[src/rtl/isqrt_sequencer_if.sv]
// Handshake bundle between the sequencer and a multi-cycle integer square-root core.
//   core_start : one-cycle start pulse (sequencer -> core)
//   core_x     : operand, held stable from the start pulse until core_done (sequencer -> core)
//   core_done  : one-cycle completion pulse (core -> sequencer)
//   core_y     : result, valid in the core_done cycle (core -> sequencer)
// Modports: master = sequencer side, slave = core side.
interface isqrt_sequencer_if #(
   parameter int W = 8
);
   logic             core_start;
   logic [W-1:0]     core_x;
   logic             core_done;
   logic [W/2-1:0]   core_y;

   modport master (
      output core_start,
      output core_x,
      input  core_done,
      input  core_y
   );

   modport slave (
      input  core_start,
      input  core_x,
      output core_done,
      output core_y
   );
endinterface

[src/rtl/isqrt_sequencer.sv]
// Controller between board buttons/switches and a multi-cycle isqrt core.
// Conditions the raw buttons (2-flop sync + debounce + rising-edge event),
// captures the operand, issues start pulses, waits for done, and self-checks
// every result. Supports a single compute and a full sweep of all 2^W operands
// with a sticky error flag.
// Ports:
//   clock    : system clock
//   reset_n  : asynchronous active-low reset
//   buttons  : raw active-high buttons, [0] single, [1] sweep, [2] abort/clear
//   inputs   : operand switches, sampled on a single press only
//   outputs  : [3:0] last result y, [7:4] core_x[7:4] while sweeping else 0,
//              [8] error, [9] busy  (layout of the W=8 board example)
//   core     : master side of the core handshake (start/x out, done/y in)
module isqrt_sequencer #(
   parameter int W       = 8,
   parameter int DEB_W   = 20,
   parameter int TIMEOUT = 64
) (
   input  logic                clock,
   input  logic                reset_n,
   input  logic [2:0]          buttons,
   input  logic [W-1:0]        inputs,
   output logic [9:0]          outputs,
   isqrt_sequencer_if.master   core
);

   localparam int H  = W / 2;
   localparam int TW = $clog2(TIMEOUT + 1);

   typedef enum logic [1:0] {
      IDLE  = 2'd0,
      ISSUE = 2'd1,
      WAIT  = 2'd2,
      DRAIN = 2'd3
   } state_t;

   // ------------------------------------------------------------------
   // Button conditioning
   // ------------------------------------------------------------------
   logic [2:0] level;    // debounced, accepted level per button
   logic [2:0] press;    // one-cycle pulse on a rising edge of the accepted level

   genvar gi;
   generate
      for (gi = 0; gi < 3; gi++) begin : g_button
         logic             sync1_reg;
         logic             sync2_reg;
         logic             level_reg;
         logic             level_d_reg;
         logic [DEB_W-1:0] deb_cnt_reg;

         always_ff @(posedge clock or negedge reset_n) begin
            if (!reset_n) begin
               sync1_reg   <= 1'b0;
               sync2_reg   <= 1'b0;
               level_reg   <= 1'b0;
               level_d_reg <= 1'b0;
               deb_cnt_reg <= '0;
            end else begin
               sync1_reg   <= buttons[gi];
               sync2_reg   <= sync1_reg;
               level_d_reg <= level_reg;
               // Any cycle where the synced level matches the accepted one
               // restarts the count, so a bouncing input never qualifies.
               if (sync2_reg == level_reg) begin
                  deb_cnt_reg <= '0;
               end else if (deb_cnt_reg == {DEB_W{1'b1}}) begin
                  level_reg   <= sync2_reg;
                  deb_cnt_reg <= '0;
               end else begin
                  deb_cnt_reg <= deb_cnt_reg + 1'b1;
               end
            end
         end

         assign level[gi] = level_reg;
         assign press[gi] = level_reg & ~level_d_reg;
      end
   endgenerate

   // Event priority: abort > single > sweep
   logic ev_abort;
   logic ev_single;
   logic ev_sweep;

   assign ev_abort  = press[2];
   assign ev_single = press[0] & ~press[2];
   assign ev_sweep  = press[1] & ~press[0] & ~press[2];

   // ------------------------------------------------------------------
   // Result check: y*y <= x < (y+1)*(y+1), evaluated in W+1 bits because
   // (y+1)^2 reaches 2^W for the largest y.
   // ------------------------------------------------------------------
   logic [W:0] x_ext;
   logic [W:0] y_ext;
   logic [W:0] y_inc;
   logic [W:0] sq_lo;
   logic [W:0] sq_hi;
   logic       check_pass;

   state_t         state_reg;
   state_t         state_next;
   logic [W-1:0]   core_x_reg;
   logic [W-1:0]   core_x_next;
   logic [H-1:0]   y_reg;
   logic [H-1:0]   y_next;
   logic           error_reg;
   logic           error_next;
   logic           sweep_reg;
   logic           sweep_next;
   logic [TW-1:0]  tmo_reg;
   logic [TW-1:0]  tmo_next;

   always_comb begin
      x_ext      = {1'b0, core_x_reg};
      y_ext      = {{(W + 1 - H){1'b0}}, core.core_y};
      y_inc      = y_ext + (W + 1)'(1);
      sq_lo      = y_ext * y_ext;
      sq_hi      = y_inc * y_inc;
      check_pass = (sq_lo <= x_ext) && (sq_hi > x_ext);
   end

   // ------------------------------------------------------------------
   // FSM: state and datapath registers
   // ------------------------------------------------------------------
   always_ff @(posedge clock or negedge reset_n) begin
      if (!reset_n) begin
         state_reg  <= IDLE;
         core_x_reg <= '0;
         y_reg      <= '0;
         error_reg  <= 1'b0;
         sweep_reg  <= 1'b0;
         tmo_reg    <= '0;
      end else begin
         state_reg  <= state_next;
         core_x_reg <= core_x_next;
         y_reg      <= y_next;
         error_reg  <= error_next;
         sweep_reg  <= sweep_next;
         tmo_reg    <= tmo_next;
      end
   end

   // ------------------------------------------------------------------
   // FSM: next-state and datapath updates
   // ------------------------------------------------------------------
   always_comb begin
      state_next  = state_reg;
      core_x_next = core_x_reg;
      y_next      = y_reg;
      error_next  = error_reg;
      sweep_next  = sweep_reg;
      tmo_next    = tmo_reg;

      case (state_reg)
         IDLE: begin
            if (ev_abort) begin
               error_next = 1'b0;
               sweep_next = 1'b0;
            end else if (ev_single) begin
               core_x_next = inputs;
               sweep_next  = 1'b0;
               state_next  = ISSUE;
            end else if (ev_sweep) begin
               core_x_next = '0;
               sweep_next  = 1'b1;
               error_next  = 1'b0;
               state_next  = ISSUE;
            end
         end

         ISSUE: begin
            tmo_next = '0;
            if (ev_abort) begin
               // The core already saw this start, so wait out its done.
               error_next = 1'b0;
               sweep_next = 1'b0;
               state_next = DRAIN;
            end else begin
               state_next = WAIT;
            end
         end

         WAIT: begin
            if (ev_abort) begin
               // Abort wins even over a same-cycle done; that result is dropped.
               error_next = 1'b0;
               sweep_next = 1'b0;
               tmo_next   = '0;
               state_next = DRAIN;
            end else if (core.core_done) begin
               y_next = core.core_y;
               if (!check_pass) begin
                  error_next = 1'b1;
               end
               if (sweep_reg && (core_x_reg != {W{1'b1}})) begin
                  core_x_next = core_x_reg + 1'b1;
                  state_next  = ISSUE;
               end else begin
                  // Sweep ends on the last operand without wrapping core_x.
                  sweep_next = 1'b0;
                  state_next = IDLE;
               end
            end else if (tmo_reg == TW'(TIMEOUT - 1)) begin
               error_next = 1'b1;
               sweep_next = 1'b0;
               state_next = IDLE;
            end else begin
               tmo_next = tmo_reg + 1'b1;
            end
         end

         DRAIN: begin
            if (ev_abort) begin
               error_next = 1'b0;
               sweep_next = 1'b0;
            end
            if (core.core_done || (tmo_reg == TW'(TIMEOUT - 1))) begin
               state_next = IDLE;
            end else begin
               tmo_next = tmo_reg + 1'b1;
            end
         end

         default: begin
            state_next = IDLE;
         end
      endcase
   end

   // ------------------------------------------------------------------
   // Outputs
   // ------------------------------------------------------------------
   logic busy;

   assign busy            = (state_reg != IDLE);
   assign core.core_start = (state_reg == ISSUE);
   assign core.core_x     = core_x_reg;

   always_comb begin
      outputs         = '0;
      outputs[H-1:0]  = y_reg;
      outputs[7:4]    = sweep_reg ? core_x_reg[7:4] : 4'd0;
      outputs[8]      = error_reg;
      outputs[9]      = busy;
   end

endmodule
[src/flat_wrapper.sv]
// flat-port wrapper written by rule: the top's interface ports become plain ports
module isqrt_sequencer_flat 
#(
   parameter int W       = 8,
   parameter int DEB_W   = 20,
   parameter int TIMEOUT = 64
)
  (clock, reset_n, buttons, inputs, outputs, core_core_start, core_core_x, core_core_done, core_core_y);
  isqrt_sequencer_if #(.W(W)) core_i ();
  input  logic clock;
  input  logic reset_n;
  input  logic [2:0] buttons;
  input  logic [W-1:0] inputs;
  output logic [9:0] outputs;
  output wire logic [$bits(core_i.core_start)-1:0] core_core_start;
  output wire logic [$bits(core_i.core_x)-1:0] core_core_x;
  input wire logic [$bits(core_i.core_done)-1:0] core_core_done;
  input wire logic [$bits(core_i.core_y)-1:0] core_core_y;
  assign core_core_start = core_i.core_start;
  assign core_core_x = core_i.core_x;
  assign core_i.core_done = core_core_done;
  assign core_i.core_y = core_core_y;
  isqrt_sequencer #(.W(W), .DEB_W(DEB_W), .TIMEOUT(TIMEOUT)) u_core (.clock(clock), .reset_n(reset_n), .buttons(buttons), .inputs(inputs), .outputs(outputs), .core(core_i));
endmodule
[config.mk]
export PLATFORM = sky130hd
export DESIGN_NAME = isqrt_sequencer_flat
export DESIGN_NICKNAME = d
export VERILOG_FILES = /design/src/rtl/isqrt_sequencer_if.sv /design/src/rtl/isqrt_sequencer.sv /design/src/flat_wrapper.sv
export SDC_FILE = /design/constraint.sdc
export NUM_CORES = 1
export LEC_CHECK = 0
export CORE_MARGIN = 2
export CORE_UTILIZATION = 54
export CTS_CLUSTER_DIAMETER = 120
export DETAILED_ROUTE_END_ITERATION = 16
export GPL_TIMING_DRIVEN = 1
export PLACE_DENSITY = 0.79
export SYNTH_ARGS = -nofsm -noshare
export SYNTH_HDL_FRONTEND = slang
export SYNTH_SLANG_ARGS = --single-unit
[constraint.sdc]
create_clock -name clock -period 1.9 [get_ports clock]
set_input_delay 0.19 -clock clock [delete_from_list [all_inputs] [get_ports clock]]
set_output_delay 0.19 -clock clock [all_outputs]
set_load 0.03 [all_outputs]
Yosys cells after proc, flatten, opt, wreduce, memory -nomap -nowiden
Index checks and enable logic that the tools add are counted.
{"block": "classes", "reduce_logical": 17, "muxes": 46, "n_addsub": 6, "bitwise_logic": 14, "magnitude_cmp": 2, "n_eq_ne": 27, "n_mul": 2}
{"op": "$mux W20", "count": 6}
{"op": "$add A20 B1 Y20 const B", "count": 3}
{"op": "$eq A20 B20 Y1 const B", "count": 3}
{"op": "$mux W8", "count": 6}
{"op": "$mux W7", "count": 4}
{"op": "$pmux W7 S3", "count": 1}
{"op": "$mux W1", "count": 17}
{"op": "$pmux W8 S2", "count": 1}
{"op": "$mux W2", "count": 7}
{"op": "$reduce_and A4 Y1", "count": 3}
{"op": "$gt A9 B8 Y1", "count": 1}
{"op": "$mul A9 B9 Y9", "count": 1}
{"op": "$ne A3 B2 Y1 const B", "count": 3}
{"op": "$add A8 B1 Y8 const B", "count": 1}
{"op": "$le A8 B8 Y1", "count": 1}
{"op": "$mul A4 B4 Y8", "count": 1}
{"op": "$ne A2 B2 Y1 const B", "count": 4}
{"op": "$ne A4 B3 Y1 const B", "count": 2}
{"op": "$ne A8 B8 Y1 const B", "count": 1}
{"op": "$not A1 Y1", "count": 8}
{"op": "$pmux W2 S4", "count": 1}
{"op": "$add A7 B1 Y7 const B", "count": 1}
{"op": "$eq A7 B6 Y1 const B", "count": 1}
{"op": "$and A1 B1 Y1", "count": 6}
{"op": "20 further kinds", "count": 31}
{"block": "word_totals", "register_bits": 95, "output_inout_bits": 19}

Logic depth before layout (Yosys ltp)
{"block": "depth", "ltp_word": 9, "mapped_depth": 20}

Worst setup path before layout
Ideal clock, no wire load.
{"block": "synth_path", "path_kind": "input port to flip-flop", "start": "input core_core_y[0]", "end": "register u_core.error_reg", "t_arrival_ps": 4043, "setup_ps": 129, "path_buffers": 0, "stages": 18, "setup_slack_ps": -2272, "required_ps": 1771, "path_cell_list": "inv_1 ha_1 or2_2 fa_1 fa_1 inv_1 ha_1 a41o_1 ha_1 nand2_1 o21ai_0 xor2_1 ha_1 nand3_1 o21ba_2 a2bb2oi_1 a311oi_1 nand3b_1"}
{"block": "synth_between", "elab_chain_len": 6, "elab_cells_between_ends": 8, "classes_between": "add/sub (1); mul (2); order compare (2); eq/ne (1); reduce/logical (2)"}
{"element": "start, declared", "line_no": "flat_wrapper.sv:18", "source": "input wire logic [$bits(core_i.core_y)-1:0] core_core_y;"}
{"element": "$add A4 B1 Y5", "line_no": "isqrt_sequencer.sv:117", "source": "y_inc = y_ext + (W + 1)'(1);"}
{"element": "$mul A9 B9 Y9", "line_no": "isqrt_sequencer.sv:119", "source": "sq_hi = y_inc * y_inc;"}
{"element": "$gt A9 B8 Y1", "line_no": "isqrt_sequencer.sv:120", "source": "check_pass = (sq_lo <= x_ext) && (sq_hi > x_ext);"}
{"element": "$logic_and A1 B1 Y1 *", "line_no": "isqrt_sequencer.sv:120"}
{"element": "$ne A4 B3 Y1 (no source line) *"}
{"element": "$reduce_and A5 Y1 (no source line) *"}
{"element": "end signal, assigned", "line_no": "isqrt_sequencer.sv:138", "source": "error_reg <= error_next;"}
{"element": "end, declared", "line_no": "isqrt_sequencer.sv:107", "source": "logic error_reg;"}
Every way passes the cells marked *; elsewhere a longest branch is shown, timed or not.
A chain may end at the register's enable or synchronous reset.

Worst setup path after layout
Ends and elaborated chain as after synthesis.

==> out/qor.log <==
qor: cells_and_area.finish.instance_area 6970 um2
qor: cells_and_area.largest_register_ff_count 60
qor: routing.first_pass_iters 4
qor: power_and_ir_drop.cell_internal_pwr 3050 uW
qor: critical_path.timing.critical_path.depth 20
qor: critical_path.timing.setup.critical_path_class in -> reg
qor: critical_path.path_delay_family adder cells
qor: yosys.synthDominantAreaCellType sky130_fd_sc_hd__dfrtp_1
qor: routing.first_iter_violations 291
qor: routing.drt.antenna.violating_nets 0
qor: worst_hold_path.worstHoldPathType in -> reg
qor: global_routing.grt_max_degree 51
qor: cells_and_area.synthToLayoutAreaGrowth 23.9%
qor: yosys.mappedNetlistNets 638
qor: clock_tree.cts_buffers 9
qor: clock_tree.clock-root-buffer sky130_fd_sc_hd__clkbuf_8
qor: critical_path.worstRegToRegCells 6
qor: yosys.postSynthAreaPerCell 9.67 um2
qor: placed_design.numPortBuffers 36
qor: clock_tree.clk_latency 0.39 ns
qor: cells_and_area.design.final.nets 741
qor: timing.final_critical_path_setup_slack -1.87 ns
qor: cells_and_area.final_layout_size_suffix_gt1_frac 0.204
qor: floorplan.chipHeight 106 um
qor: global_routing.grt_antenna_before_repair 0
qor: critical_path.worstSetupStartpointType input pin
qor: power_and_ir_drop.power_switching_share 0.273
qor: floorplan.fp.dieW 106 um
qor: critical_path.crit_arrival 4.04 ns
qor: global_routing.gr-usage-all-layers 0.237
qor: power_and_ir_drop.p_per_area 602 nW/um2
qor: global_routing.grt_pass1_wl 21,300 um
qor: timing.tightestPinTransition 0.625 ns
qor: routing.drt-vias-per-instance 5.51
qor: timing.count_of_pins_over_their_slew_limit 0
qor: timing.slew-limit-headroom 0.573
qor: yosys.synth_enable_flop_cells 0
qor: floorplan.io_pins 37
qor: floorplan.row_count 37
qor: routing.drc 0
qor: clock_tree.cts.clk_slew.worst_paths 0.09 ns
qor: critical_path.crit_path_cell_trace buf_8, nand2_4, nor2_4, inv_2, xor2_2, or2_4, fa_1, fa_1, inv_1, ha_1, a41o_1, ha_4, a21oi_2, xnor2_1, ha_1, a21o_1, a21oi_2, a2bb2oi_2, a311oi_1, nand3b_1
qor: yosys.synthesis.area 5630 um2
qor: power_and_ir_drop.total_power 4200 uW
qor: yosys.yosys-top-cells-count 95 x sky130_fd_sc_hd__dfrtp_1, 86 x sky130_fd_sc_hd__nor2_1, 39 x sky130_fd_sc_hd__xor2_1
qor: floorplan.floorplan.initialDensity 0.550
qor: yosys.synth_largest_type_area_fraction 0.422
qor: yosys.synthDistinctLibCells 70
qor: clock_tree.cts_max_path_buffers 2
qor: timing.report.final.setup_viol 1
qor: yosys.netlist_top_cells_area sky130_fd_sc_hd__dfrtp_1 42%, sky130_fd_sc_hd__ha_1 7.8%, sky130_fd_sc_hd__xor2_1 6.1%
qor: yosys.synth_async_sr_flop_share 1.00
qor: routing.drt-wirelength-per-cell 15.1 um
qor: critical_path.critical_path.max_fanout 4
qor: yosys.yosysMostFrequentCell sky130_fd_sc_hd__dfrtp_1
qor: placed_design.place_ws -2.93 ns
qor: timing.count_of_final_hold_check_violations 0
qor: timing.fin_worst_hold_slack 0.207 ns
qor: power_and_ir_drop.switchingPower 1140 uW
qor: timing.final.period_utilization 1.98
qor: global_routing.grt_overflow_total 0
qor: routing.route.vias.total 4,549
qor: power_and_ir_drop.power.clock.fraction 0.333
qor: clock_tree.clock_sink_count 95
qor: timing.timing.fmax 0.265 GHz
qor: routing.wirelength 12,500 um
qor: status.run_status finished, violations left
qor: timing.min_period 3.77 ns
qor: critical_path.crit_path_largest_cell_delay 0.55 ns
qor: critical_path.crit_buf_inv 3
qor: clock_tree.htreeDepth 3
qor: placed_design.placedInstanceArea 6690 um2
qor: worst_hold_path.whs_path_depth 3
qor: cells_and_area.n_antenna_cell 0
qor: placed_design.finalWeightedCongestion 0.883
qor: timing.clock_skew_after_layout 0.0140 ns
qor: floorplan.die-area 11,300 um2
qor: timing.rsz0062_at_grt yes
qor: critical_path.critical_path.endpoint_type register
qor: power_and_ir_drop.share_seq_of_total_power 0.500
qor: yosys.postSynthRegisterBits 95
qor: yosys.synthCells 582
qor: yosys.synth-main-ff-cell sky130_fd_sc_hd__dfrtp_1
qor: yosys.yosysWarnings 0
qor: flow_run.cap_violations 0
qor: clock_tree.cts_tree built
qor: critical_path.slowest_stage sky130_fd_sc_hd__fa_1
qor: global_routing.first_global_vias 4,515
qor: floorplan.fp.coreArea 10,200 um2
qor: power_and_ir_drop.ir_worst_vdd 356 uV
qor: placed_design.dpl.cell_count 806
qor: placed_design.detailed_place_hpwl 9230 um
qor: yosys.synth_sequential_area_ratio 0.422
qor: cells_and_area.layoutNonFillerInstCount 826
qor: status.failed_checks setup timing
qor: critical_path.critPathRequiredTime 2.17 ns
qor: power_and_ir_drop.leakage 0.00329 uW
qor: power_and_ir_drop.share_comb_of_total_power 0.167
[cells in the final DEF, fill, tap and decap left out, drive strengths merged, types with 12 or more instances in the layout]
master and n:
a21oi 21, xnor2 25, nor2 86, nand3 30
and3 12, xor2 39, nor3 14, dfrtp 95
clkdlybuf4s50 25, buf 73, nand2 38, nand4 17
ha 35, inv 32, o21ai 21
[cells by family (layout without fill, tap and decap cells)]
family | after synthesis | after routing | share of synthesized area
compound gates | 85 | 85 | 0.100
flops | 95 | 95 | 0.422
buf+inv | 44 | 152 | 0.0351
mux | 9 | 9 | 0.0196
fa+ha+maj | 38 | 38 | 0.0885
xor+xnor | 64 | 64 | 0.0996
simple gates | 246 | 246 | 0.234
other cells | 1 | 1 | 0.000666
[worst min-delay path, delay by kind of cell]
kind     cells  cell delay, ns
mux          1            0.15
buf+inv      2            0.22
[power groups by stage]
stage	logic, uW	clock network, uW	registers [uW]
floorplan	362	0	2150
global placement	635	0	2140
detailed placement	670	0	2140
CTS	696	1430	2100
global route	773	1500	2110
finish	700	1400	2100
[metrics by stage]
stage                      util  TNS (ns)
after CTS                 0.679     -1.82
final                     0.681     -1.87
after global routing      0.681     -2.01
after global placement    0.654     -2.78
after detailed placement  0.654     -2.93
after floorplan               -     -2.10
[timing repair]
item / 4_1_cts / 5_1_grt
setup endpoints to repair: 6 / 6
pin swaps: 18 / 1
setup buffers: 3 / 0
hold endpoints to repair: 36 / 0
hold buffers: 1 / 0
gates resized for setup: 36 / 8
[final timing paths]
kind                       slack, ns                          from                              to
min in group asynchronous       0.30                       reset_n               u_core.tmo_reg[0]
max                            -1.87                core_core_y[0]                u_core.error_reg
min reg2reg                     0.36  u_core.g_button[0].sync1_reg    u_core.g_button[0].sync2_reg
max in group asynchronous       0.96                       reset_n  u_core.g_button[0].level_d_reg
max reg2reg                    -0.13             u_core.tmo_reg[0]                u_core.error_reg
min                             0.21                core_core_y[2]                 u_core.y_reg[2]
[final cells by class]
class | count | area, um2
multi-input cells | 443 | 3170
flip-flops and latches | 95 | 2380
fillers | 811 | 3260
well taps | 136 | 170
inverters | 30 | 113
repair buffers | 106 | 928
clock buffers | 10 | 138
clock inverters | 6 | 67.6
[routing by layer]
metal / vias to the layer above / share of wire / GRT usage
met4: 0 / 0.018 / 0.0780
met2: 68 / 0.51 / 0.396
li1: 2230 / - / -
met1: 2233 / 0.44 / 0.311
met5: - / 0 / 0
met3: 18 / 0.029 / 0.0472
(Power assumes the default switching activity.)
